`src/rtl/dr32e_fetch_fifo.sv`:
```
// Instruction fetch queue feeding the decoder: buffers fetched words with their PCs and
// redirects on flush. Optional per-entry bus-error storage under `DR32E_FETCH_ERR_EN.
module dr32e_fetch_fifo #(
  parameter int unsigned Depth    = 2,
  parameter logic [31:0] BootAddr = 32'h0000_0080
) (
  input  logic        clk_i,
  input  logic        rst_i,
  input  logic        fetch_valid_i,
  output logic        fetch_ready_o,
  input  logic [31:0] fetch_rdata_i,
  input  logic        fetch_err_i,
  output logic [31:0] fetch_addr_o,
  input  logic        clear_i,
  input  logic [31:0] clear_pc_i,
  output logic        instr_valid_o,
  output logic [31:0] instr_rdata_o,
  output logic [31:0] instr_rdata_alu_o,
  output logic [31:0] instr_pc_o,
  output logic        instr_first_cycle_o,
  output logic        instr_fetch_err_o,
  input  logic        id_ready_i
);

  localparam int unsigned AW = (Depth > 1) ? $clog2(Depth) : 1;
  localparam int unsigned CW = AW + 1;

  logic [AW-1:0] r_rptr, r_wptr;
  logic [CW-1:0] r_count;
  logic [31:0]   r_fetch_addr;
  logic          r_first;

  logic [31:0]   r_rdata     [Depth];
  logic [31:0]   r_rdata_alu [Depth];
  logic [31:0]   r_pc        [Depth];

  logic [AW-1:0] w_rptr_nxt, w_wptr_nxt;
  logic [CW-1:0] w_count_nxt;
  logic [31:0]   w_fetch_addr_nxt;
  logic          w_first_nxt;
  logic          w_ready, w_valid, w_push, w_pop;

  assign w_ready = (r_count < CW'(Depth));
  assign w_valid = (r_count != '0);
  assign w_push  = fetch_valid_i & w_ready & ~clear_i;
  assign w_pop   = w_valid & id_ready_i & ~clear_i;

  always_comb begin
    w_rptr_nxt       = r_rptr;
    w_wptr_nxt       = r_wptr;
    w_count_nxt      = r_count;
    w_fetch_addr_nxt = r_fetch_addr;
    // Head is new next cycle if it was just consumed or the queue was empty.
    w_first_nxt      = w_pop | (r_count == '0);
    if (clear_i) begin
      w_rptr_nxt       = '0;
      w_wptr_nxt       = '0;
      w_count_nxt      = '0;
      w_fetch_addr_nxt = {clear_pc_i[31:2], 2'b00};
    end else begin
      if (w_push) begin
        w_wptr_nxt       = r_wptr + AW'(1);
        w_fetch_addr_nxt = r_fetch_addr + 32'd4;
      end
      if (w_pop) begin
        w_rptr_nxt = r_rptr + AW'(1);
      end
      unique case ({w_push, w_pop})
        2'b10:   w_count_nxt = r_count + CW'(1);
        2'b01:   w_count_nxt = r_count - CW'(1);
        default: w_count_nxt = r_count;
      endcase
    end
  end

  always_ff @(posedge clk_i or posedge rst_i) begin
    if (rst_i) begin
      r_rptr       <= '0;
      r_wptr       <= '0;
      r_count      <= '0;
      r_fetch_addr <= BootAddr;
      r_first      <= 1'b1;
    end else begin
      r_rptr       <= w_rptr_nxt;
      r_wptr       <= w_wptr_nxt;
      r_count      <= w_count_nxt;
      r_fetch_addr <= w_fetch_addr_nxt;
      r_first      <= w_first_nxt;
    end
  end

  // Entry storage is reset so the head outputs read 0 out of reset.
  always_ff @(posedge clk_i or posedge rst_i) begin
    if (rst_i) begin
      for (int i = 0; i < int'(Depth); i++) begin
        r_rdata[i]     <= '0;
        r_rdata_alu[i] <= '0;
        r_pc[i]        <= '0;
      end
    end else if (w_push) begin
      r_rdata[r_wptr]     <= fetch_rdata_i;
      r_rdata_alu[r_wptr] <= fetch_rdata_i;
      r_pc[r_wptr]        <= r_fetch_addr;
    end
  end

`ifdef DR32E_FETCH_ERR_EN
  logic r_err [Depth];

  always_ff @(posedge clk_i or posedge rst_i) begin
    if (rst_i) begin
      for (int i = 0; i < int'(Depth); i++) begin
        r_err[i] <= 1'b0;
      end
    end else if (w_push) begin
      r_err[r_wptr] <= fetch_err_i;
    end
  end

  assign instr_fetch_err_o = r_err[r_rptr];
`else
  logic w_unused_fetch_err;
  assign w_unused_fetch_err = fetch_err_i;
  assign instr_fetch_err_o  = 1'b0;
`endif

  assign fetch_ready_o       = w_ready;
  assign fetch_addr_o        = r_fetch_addr;
  assign instr_valid_o       = w_valid;
  assign instr_rdata_o       = r_rdata[r_rptr];
  assign instr_rdata_alu_o   = r_rdata_alu[r_rptr];
  assign instr_pc_o          = r_pc[r_rptr];
  assign instr_first_cycle_o = r_first;

endmodule

```
`config.mk`:
```
export PLATFORM = sky130hd
export DESIGN_NAME = dr32e_fetch_fifo
export DESIGN_NICKNAME = d
export VERILOG_FILES = /design/src/rtl/dr32e_fetch_fifo.sv
export SDC_FILE = /design/constraint.sdc
export NUM_CORES = 1
export LEC_CHECK = 0
export ABC_AREA = 1
export BUFFER_PORTS_ARGS = -buffer_cell sky130_fd_sc_hd__clkbuf_2
export CORE_MARGIN = 2
export CORE_UTILIZATION = 40
export DETAILED_ROUTE_END_ITERATION = 7
export GPL_ROUTABILITY_DRIVEN = 0
export HOLD_SLACK_MARGIN = 0.08
export PLACE_DENSITY = 0.6
export SYNTH_ARGS = -nofsm -noshare
export SYNTH_HDL_FRONTEND = slang
export SYNTH_SLANG_ARGS = --single-unit
```
`constraint.sdc`:
```
create_clock -name clk_i -period 9.2 [get_ports clk_i]
set_input_delay 0.92 -clock clk_i [delete_from_list [all_inputs] [get_ports clk_i]]
set_output_delay 0.92 -clock clk_i [all_outputs]
set_load 0.05 [all_outputs]
```
==> Yosys cells after proc, flatten, opt, wreduce, memory -nomap -nowiden <==
Index checks and enable logic that the tools add are counted.
{ "op_classes": {"add_sub_neg": 5, "order_cmp": 4, "n_mux": 22, "reduce_logical": 6, "bitwise": 8, "eq_ne": 2} }
{ "ops": {"columns": ["operator", "n"], "rows": [
  ["2-to-1 mux 32 bit", 12],
  ["bitwise mux 64 bit", 3],
  ["adder 32 x 3 -> 32 bit, second input constant", 1],
  ["demux 32 bit (select 1 bit)", 1],
  ["nonzero test 2 bit", 3],
  ["AND 1 bit", 4],
  [">= comparator 2 bit, second input constant", 2],
  ["2-to-1 mux 1 bit", 4],
  ["NOT 1 -> 2 bit", 2],
  ["case mux 2 bit (2 select lines)", 1],
  ["nonzero test 3 bit", 1],
  ["adder 1 bit, second input constant", 2],
  ["adder 2 x 1 -> 2 bit, second input constant", 1],
  ["== test 2 x 1 -> 1 bit, second input constant", 1],
  ["== test 2 bit, second input constant", 1],
  ["zero test 2 bit", 1],
  ["less-than comparator 2 x 1 -> 1 bit, second input constant", 1],
  ["less-than comparator 2 bit, second input constant", 1],
  ["2-to-1 mux 2 bit", 1],
  ["subtractor 2 x 1 -> 2 bit, second input constant", 1],
  ["logical AND 1 bit", 1],
  ["NOT 1 bit", 1],
  ["bitwise OR 1 bit", 1]
]} }
{ "totals": {"word_cells": 58, "register_bits": 229, "in_bits": 70, "out_inout_bits": 132} }

==> Logic depth before layout (Yosys ltp) <==
Gate-level depths: netlist of the first run.
{ "logic_depth": {"word_depth": 6, "depth_mapped": 10, "depth_no_buf": 10} }

==> Worst setup path before layout of the first run <==
No wires, ideal clock.
{ "synth_path": {"path_kind": "register to output", "from": "register r_rptr", "to": "output instr_rdata_o[0]", "slack_ns": 6.648, "n_path_buf": 3, "stages_incl_launch_ff": 7, "required_time_ns": 8.280, "arrival_time_ns": 1.632, "path_cell_list": "dfrtp_1 clkbuf_1 inv_2 clkbuf_1 nand2_1 nand2_1 buf_4"} }
{ "synth_between": {"elab_chain_cells": 4} }
{ "synth_lines": {"columns": ["item", "line_no", "source"], "rows": [
  ["start: declaration", "28", "logic [AW-1:0] r_rptr, r_wptr;"],
  ["start signal: assignment", "84", "r_rptr <= w_rptr_nxt;"],
  ["NOT 1 -> 2 bit (not written as such)", "130", "assign instr_rdata_o = r_rdata[r_rptr];"],
  ["2-to-1 mux 32 bit (not written as such) (3 in a row)", "130", null],
  ["end: declaration", "17", "output logic [31:0] instr_rdata_o,"]
]} }
No other way between the ends. The select of a mux whose other input is x is not followed.

==> Final worst setup path of the first run <==
{ "layout_path": {"from": "register r_rptr", "to": "output instr_rdata_o[9]"} }
Same word-level chain as after synthesis.

==> summary.md, run 1 <==
| Metric | Value |
|---|---|
| Status | `complete, no violations` |
| Wire per inst | `13.68 µm` |
| Post-synth top flop | `dfrtp_1` |
| Mux share of post-synthesis cell area | `0%` |
| Total Nets Final | `1257` |
| FMAX | `289.5 MHz` |
| Worst vdd ir | `0.1640 mV` |
| Residual DRC count | `0` |
| PwrDens | `408.8 nW/µm²` |
| Post_cts resized | `0` |
| Max Used Layer | `met4` |
| WS Path Type | `reg -> out` |
| Mean Syn Cell Area | `7.648 µm²` |
| Num CTS Buffers | `17` |
| First-pass GRT wire length | `33330 µm` |
| Syn Std Cell Area | `8015 µm²` |
| Synth Area in Compound Gates | `10.18%` |
| WL met2 | `9101 µm` |
| Initial DRC count | `357` |
| Critical Path AT | `2.53 ns` |
| HPWL after DPL | `13370 µm` |
| Post-synth ARST share | `100.0%` |
| H-Tree Depth | `4` |
| Post CTS Setup Buffer Count | `0` |
| Die Y | `145.6 µm` |
| Max Slew Vio Count | `0` |
| Adder-cell share of the synthesized area | `0.1561%` |
| Placed insts | `1432` |
| Maxcap violations | `0` |
| Clock root cell | `clkbuf_16` |
| Synth top area share | `49.02%` |
| CTS max path bufs | `2` |
| Period minus WS final | `3.454 ns` |
| Largest family of logic cells by synthesized area | `simple AND/OR/NAND/NOR gates` |
| TNS Setup | `0 ns` |
| DR vias | `6875` |
| Worst Skew | `0.007718 ns` |
| Clk pin slew, worst setup/hold paths | `0.06 ns` |
| Synth Register Bits | `159` |
| Synth Area in Simple Gates | `27.77%` |
| Overall routed net length | `20010 µm` |
| DR WL met3 | `1039 µm` |
| Sequential cell area | `3983 µm²` |
| Effective utilization at floorplan | `40.91%` |
| Worst-margin pin slew | `1.138 ns` |
| Post-synthesis xor/xnor area fraction | `1.202%` |
| Grt ovf | `0` |
| CTS tree | `yes` |
| Worst-path maximum fanout | `63` |
| Critical-path cell list | `buf_4, inv_2, buf_4, nand2_1, nand2_1, clkbuf_2` |
| Hold_ws | `0.4817 ns` |
| Syn Inst Count | `1048` |
| CP endpoint kind | `output port` |
| ANT cells | `0` |
| Rel. slew slack | `24.14%` |
| Post-CTS Hold Buffers | `0` |
| Die W | `145.6 µm` |
| Layout cells sized above 1 | `21.45%` |
| Crit path launch type | `flop` |
| Top cells by count, synth | `nand2_1, dfrtp_1, o21ai_1` |
| Largest net degree at the start of global routing | `113` |
| Unrepaired setup endpoints after global routing | `false` |
| Post-synth EDFFs | `0` |
| Yosys warns | `0` |
| Area of the multi-input gates | `3169 µm²` |
| Final Setup Violations | `0` |
| Seq/Total Area, Yosys | `49.67%` |
| Worst Path Required | `8.28 ns` |
| Top-count cell post-synth | `nand2_1` |
| Hold Crit Class | `reg -> reg` |
| ANT nets after route | `0` |
| Area Overhead vs Synth | `17.34%` |
| Initial antenna violation count | `0` |
| DR pass1 iterations | `5` |
| Worst-skew pair later-pin latency | `0.42 ns` |
| Hold Vio Cnt, Final | `0` |
| Yosys cell types | `34` |
| Slowest stage delay, CP | `0.58 ns` |
| Port-buffer cells | `193` |
| Fillers | `2038` |
| Clock Sinks | `159` |
| Largest area contributor in the netlist | `dfrtp_1` |
| Vias in the first global route | `6605` |
| M1 WL | `9551 µm` |
| Drt via density | `4.699` |
| Die area | `21190 µm²` |
| Largest cells by area after synthesis | `dfrtp_1, nand2_1, o21ai_1` |
| Crit-path slowest cell | `buf_4` |
| Core area | `19590 µm²` |
| Final worst-path cycle share | `37.55%` |
| Gr usage total | `19.53%` |
| Rows | `51` |
| Leakage | `5.045 nW` |
| Num ports | `202` |
| Layout Cells excl Fill | `1463` |
[worst max-delay path: cells and delay by family, from the launching register on]
family	cells	cell delay [ns]
buf+inv	4	1.43
simple gates	2	0.26
flops	1	0.38
[layout make-up]
class | instances | area share [%]
timing repair buffer | 199 | 10.75
inverter | 80 | 3.326
multi-input combinational | 729 | 33.70
sequential | 159 | 42.34
clock inverter | 10 | 1.463
clock buffer | 21 | 4.896
tap | 265 | 3.525
[metal layers]
metal	GRT usage [%]	vias to the layer above
met5	0	-
met4	6.471	0
met3	3.292	19
met2	30.95	199
met1	27.36	3144
li1	-	3513
[through the flow]
step | util (%) | power, mW | setup slack, ns | instance area [µm²]
2_1_floorplan | - | 2.838 | 3.992 | 8030
3_3_place_gp | 44.96 | 3.143 | 5.614 | 8807
3_5_place_dp | 44.96 | 3.159 | 5.597 | 8807
4_1_cts | 48.01 | 3.893 | 5.643 | 9405
5_1_grt | 48.01 | 4.095 | 5.518 | 9405
6_report | 48.01 | 3.845 | 5.746 | 9405
[kinds of logic (layout without fill, tap and decap cells)]
group	Yosys count	in the layout
other	1	5
and+or+nand+nor	558	558
xor gates and xnor gates	11	11
buffers and inverters	164	310
DFF	159	159
adders and majority gates	1	1
AOI/OAI and AO/OA	154	154
[where the power goes]
part | internal (mW) | switching (mW)
sequential | 0.998 | 0.178
clock | 0.439 | 0.277
combinational | 0.422 | 1.53
[flip-flops by register name (all words and copies together) (netlist names)]
| signal | flops |
|---|---|
| r_rdata | 64 |
| r_wptr | 1 |
| r_rptr | 1 |
| r_pc | 60 |
| r_count | 2 |
| instr_first_cycle_o | 1 |
| fetch_addr_o | 30 |
[placed cells by master, fill, tap and decap left out, drive strengths merged, types with 2 or more instances in the layout]
cell type  netlist  layout
buf             63       6
o211ai           4       4
o221ai           2       2
clkinv           0       5
nor2            57      57
dfstp            2       2
o21bai           3       3
bufinv           0       3
nand3           41      41
o21ai          140     140
clkbuf          21     214
nand2          455     455
xor2            10      10
dfrtp          157     157
clkinvlp         0       2
nand4            2       2
conb             1       5
inv             80      80
a21oi            4       4
[path summary, 6_finish.rpt]
path	start	endpoint	slack [ns]	depth (start not counted)
worst max-delay path	r_rptr	instr_rdata_o[9]	5.75	6
min in group asynchronous	rst_i	r_rdata[56]	0.65	2
worst min-delay path	r_rdata[35]	r_rdata[35]	0.48	2
worst max register to register	r_count[1]	r_rdata[3]	6.90	7
worst min register to register	r_rdata[35]	r_rdata[35]	0.48	2
max in group asynchronous	rst_i	r_rptr	7.00	3
No activity file was read; power rests on OpenSTA's default activity.
==> run 2: changes to the inputs <==
--- a/config.mk
+++ b/config.mk
@@ -12,7 +12,7 @@
 export DETAILED_ROUTE_END_ITERATION = 7
 export GPL_ROUTABILITY_DRIVEN = 0
 export HOLD_SLACK_MARGIN = 0.08
-export PLACE_DENSITY = 0.6
+export PLACE_DENSITY = 0.62
 export SYNTH_ARGS = -nofsm -noshare
 export SYNTH_HDL_FRONTEND = slang
 export SYNTH_SLANG_ARGS = --single-unit
==> constraint.sdc (replaced) <==
create_clock -name clk_i -period 3 [get_ports clk_i]
set_input_delay 0.3 -clock clk_i [delete_from_list [all_inputs] [get_ports clk_i]]
set_output_delay 0.3 -clock clk_i [all_outputs]
set_load 0.05 [all_outputs]
==> summary.md, run 2 (synthesized netlist as in run 1, its figures left out) <==
| Metric | Value |
|---|---|
| Status | `complete, no violations` |
| Fillers | `2021 (-0.83%)` |
| Layout cells sized above 1 | `21.97% (+0.52 points)` |
| Gate power share | `49.7% (-1.1 points)` |
| Sw Pwr | `6.188 mW (+210%)` |
| CTS max path bufs | `2 (unchanged)` |
| ANT cells | `0 (unchanged)` |
| Residual DRC count | `0 (unchanged)` |
| Slowest stage delay, CP | `0.51 ns (-0.07 ns)` |
| Crit-path slowest cell | `dfrtp_2` |
| Register share of total power | `29.9% (-0.7 points)` |
| DR vias | `6903 (+0.41%)` |
| Grt ovf | `0 (unchanged)` |
| Sequential cell area | `3983 µm² (unchanged)` |
| H-Tree Depth | `4 (unchanged)` |
| Hold Vio Cnt, Final | `0 (unchanged)` |
| TNS Setup | `0 ns (unchanged)` |
| Worst-skew pair later-pin latency | `0.42 ns (about the same)` |
| Clk pin slew, worst setup/hold paths | `0.06 ns (about the same)` |
| P_int | `5.919 mW (+220%)` |
| FMAX | `457.1 MHz` |
| Worst vdd ir | `0.7584 mV (+360%)` |
| Die W | `145.6 µm (unchanged)` |
| Die area | `21190 µm² (unchanged)` |
| Hold Crit Class | `in -> reg` |
| Largest register FFs | `64 (unchanged)` |
| Core area | `19590 µm² (unchanged)` |
| Final Setup Violations | `0 (unchanged)` |
| Layout Cells excl Fill | `1471 (+0.55%)` |
| Clock root cell | `clkbuf_16` |
| Clock Sinks | `159 (unchanged)` |
| Worst Path Required | `2.70 ns (-5.58 ns)` |
| Final worst-path cycle share | `72.92%` |
| Overall routed net length | `20160 µm (+0.71%)` |
| Area Overhead vs Synth | `19.51%` |
| Leakage | `5.125 nW (+1.6%)` |
| Worst-path maximum fanout | `32 (-49%)` |
| Placed insts | `1437 (+0.35%)` |
| DR pass1 iterations | `5 (unchanged)` |
| Area of the multi-input gates | `3169 µm² (unchanged)` |
| Drt via density | `4.693 (-0.14%)` |
| HPWL after DPL | `14250 µm (+6.5%)` |
| CP endpoint kind | `output port` |
| PwrDens | `1264 nW/µm² (+210%)` |
| Num CTS Buffers | `17 (unchanged)` |
| Initial antenna violation count | `0 (unchanged)` |
| ANT nets after route | `0 (unchanged)` |
| Largest net degree at the start of global routing | `81 (-28%)` |
| Die Y | `145.6 µm (unchanged)` |
| Critical-path cell list | `inv_2, buf_4, nand2_1, nand2_1, clkbuf_2` |
| Crit path launch type | `flop` |
| Worst-margin pin slew | `0.6920 ns (-0.4460 ns)` |
| Clock power share | `20.3% (+1.7 points)` |
| WS Path Type | `reg -> out` |
| Initial DRC count | `390 (+9.2%)` |
| Rows | `51 (unchanged)` |
| Gr usage total | `19.45% (-0.077 points)` |
| Critical Path AT | `1.89 ns (-0.64 ns)` |
| Max Slew Vio Count | `0 (unchanged)` |
| Most frequent cells in the layout | `nand2_1, clkbuf_2, dfrtp_1, o21ai_1, inv_1` |
| Total Nets Final | `1264 (+0.56%)` |
| Commonest non-fill, non-tap cell in the layout | `nand2_1` |
| Rel. slew slack | `53.77% (+30 points)` |
| Period minus WS final | `2.187 ns` |
| Worst Skew | `0.01056 ns (+0.002840 ns)` |
| Biggest register | `r_rdata` |
| Effective utilization at floorplan | `40.91% (unchanged)` |
| Wire per inst | `13.70 µm (+0.17%)` |
| Worst path most repeated cell | `nand2_1` |
| Post_cts resized | `0 (unchanged)` |
| CTS tree | `yes` |
| Num ports | `202 (unchanged)` |
| Vias in the first global route | `6489 (-1.8%)` |
| First-pass GRT wire length | `33330 µm (about the same)` |
| Unrepaired setup endpoints after global routing | `false` |
| Maxcap violations | `0 (unchanged)` |
| Sw Ratio | `51.11% (-0.54 points)` |
| Port-buffer cells | `193 (unchanged)` |
[run 2: timing repair]
action / 4_1_cts / 5_1_grt
buffers inserted: 0 / 0
endpoints found under the hold margin: 27 / 0
hold buffers: 2 / 0
[run 2: critical path: cells and delay by family (launching register included)]
family	cells	cell delay (ns)
buf+inv	3	0.75
flops	1	0.51
simple gates	2	0.21
[run 2: final timing paths]
path	startpoint	to	slack, ns	cells after the start
max in group asynchronous	rst_i	fetch_addr_o[20]	1.65	4
worst min-delay path	clear_pc_i[18]	fetch_addr_o[18]	0.1	3
worst max register to register	r_count[1]	r_rdata[6]	0.96	7
worst min register to register	r_rdata[30]	r_rdata[30]	0.48	2
worst max-delay path	r_rptr	instr_rdata_o[28]	0.81	5
min in group asynchronous	rst_i	r_rdata[25]	0.54	3
[run 2: final cells by class]
cell class	count	area share, %
multi-input cells	729	33.09
repair buffers	206	11.55
flip-flops and latches	159	41.58
clock inverters	13	2.351
inverters	80	3.252
well taps	265	3.461
clock buffers	19	4.728
[run 2: stage by stage]
step                cell area [µm²]  power (mW)  hold slack, ns  util [%]  worst slack [ns]
floorplan                      8034       8.704          0.4166         -            0.6868
global placement               8881       9.650          0.4274     45.33            0.9545
detailed placement             8881       9.730          0.4318     45.33            0.9589
CTS                            9579       12.24         0.08551     48.90            0.7733
global route                   9579       12.84         0.09843     48.90            0.6611
finish                         9579       12.11         0.09935     48.90            0.8125
[run 2: layer usage]
layer | wire, µm | track usage, % | vias to the layer above
met5 | 0 | 0 | -
met4 | 376 | 5.490 | 0
met3 | 1108 | 4.263 | 19
met2 | 9263 | 31.14 | 201
met1 | 9408 | 26.76 | 3157
li1 | - | - | 3526
[run 2: power groups by stage]
stage / Clock [mW] / Sequential, mW / Combinational (mW)
4_1_cts: 2.52 / 3.62 / 6.09
3_3_place_gp: 0 / 3.62 / 6.03
3_5_place_dp: 0 / 3.65 / 6.08
5_1_grt: 2.61 / 3.75 / 6.49
2_1_floorplan: 0 / 3.80 / 4.91
6_report: 2.46 / 3.63 / 6.02
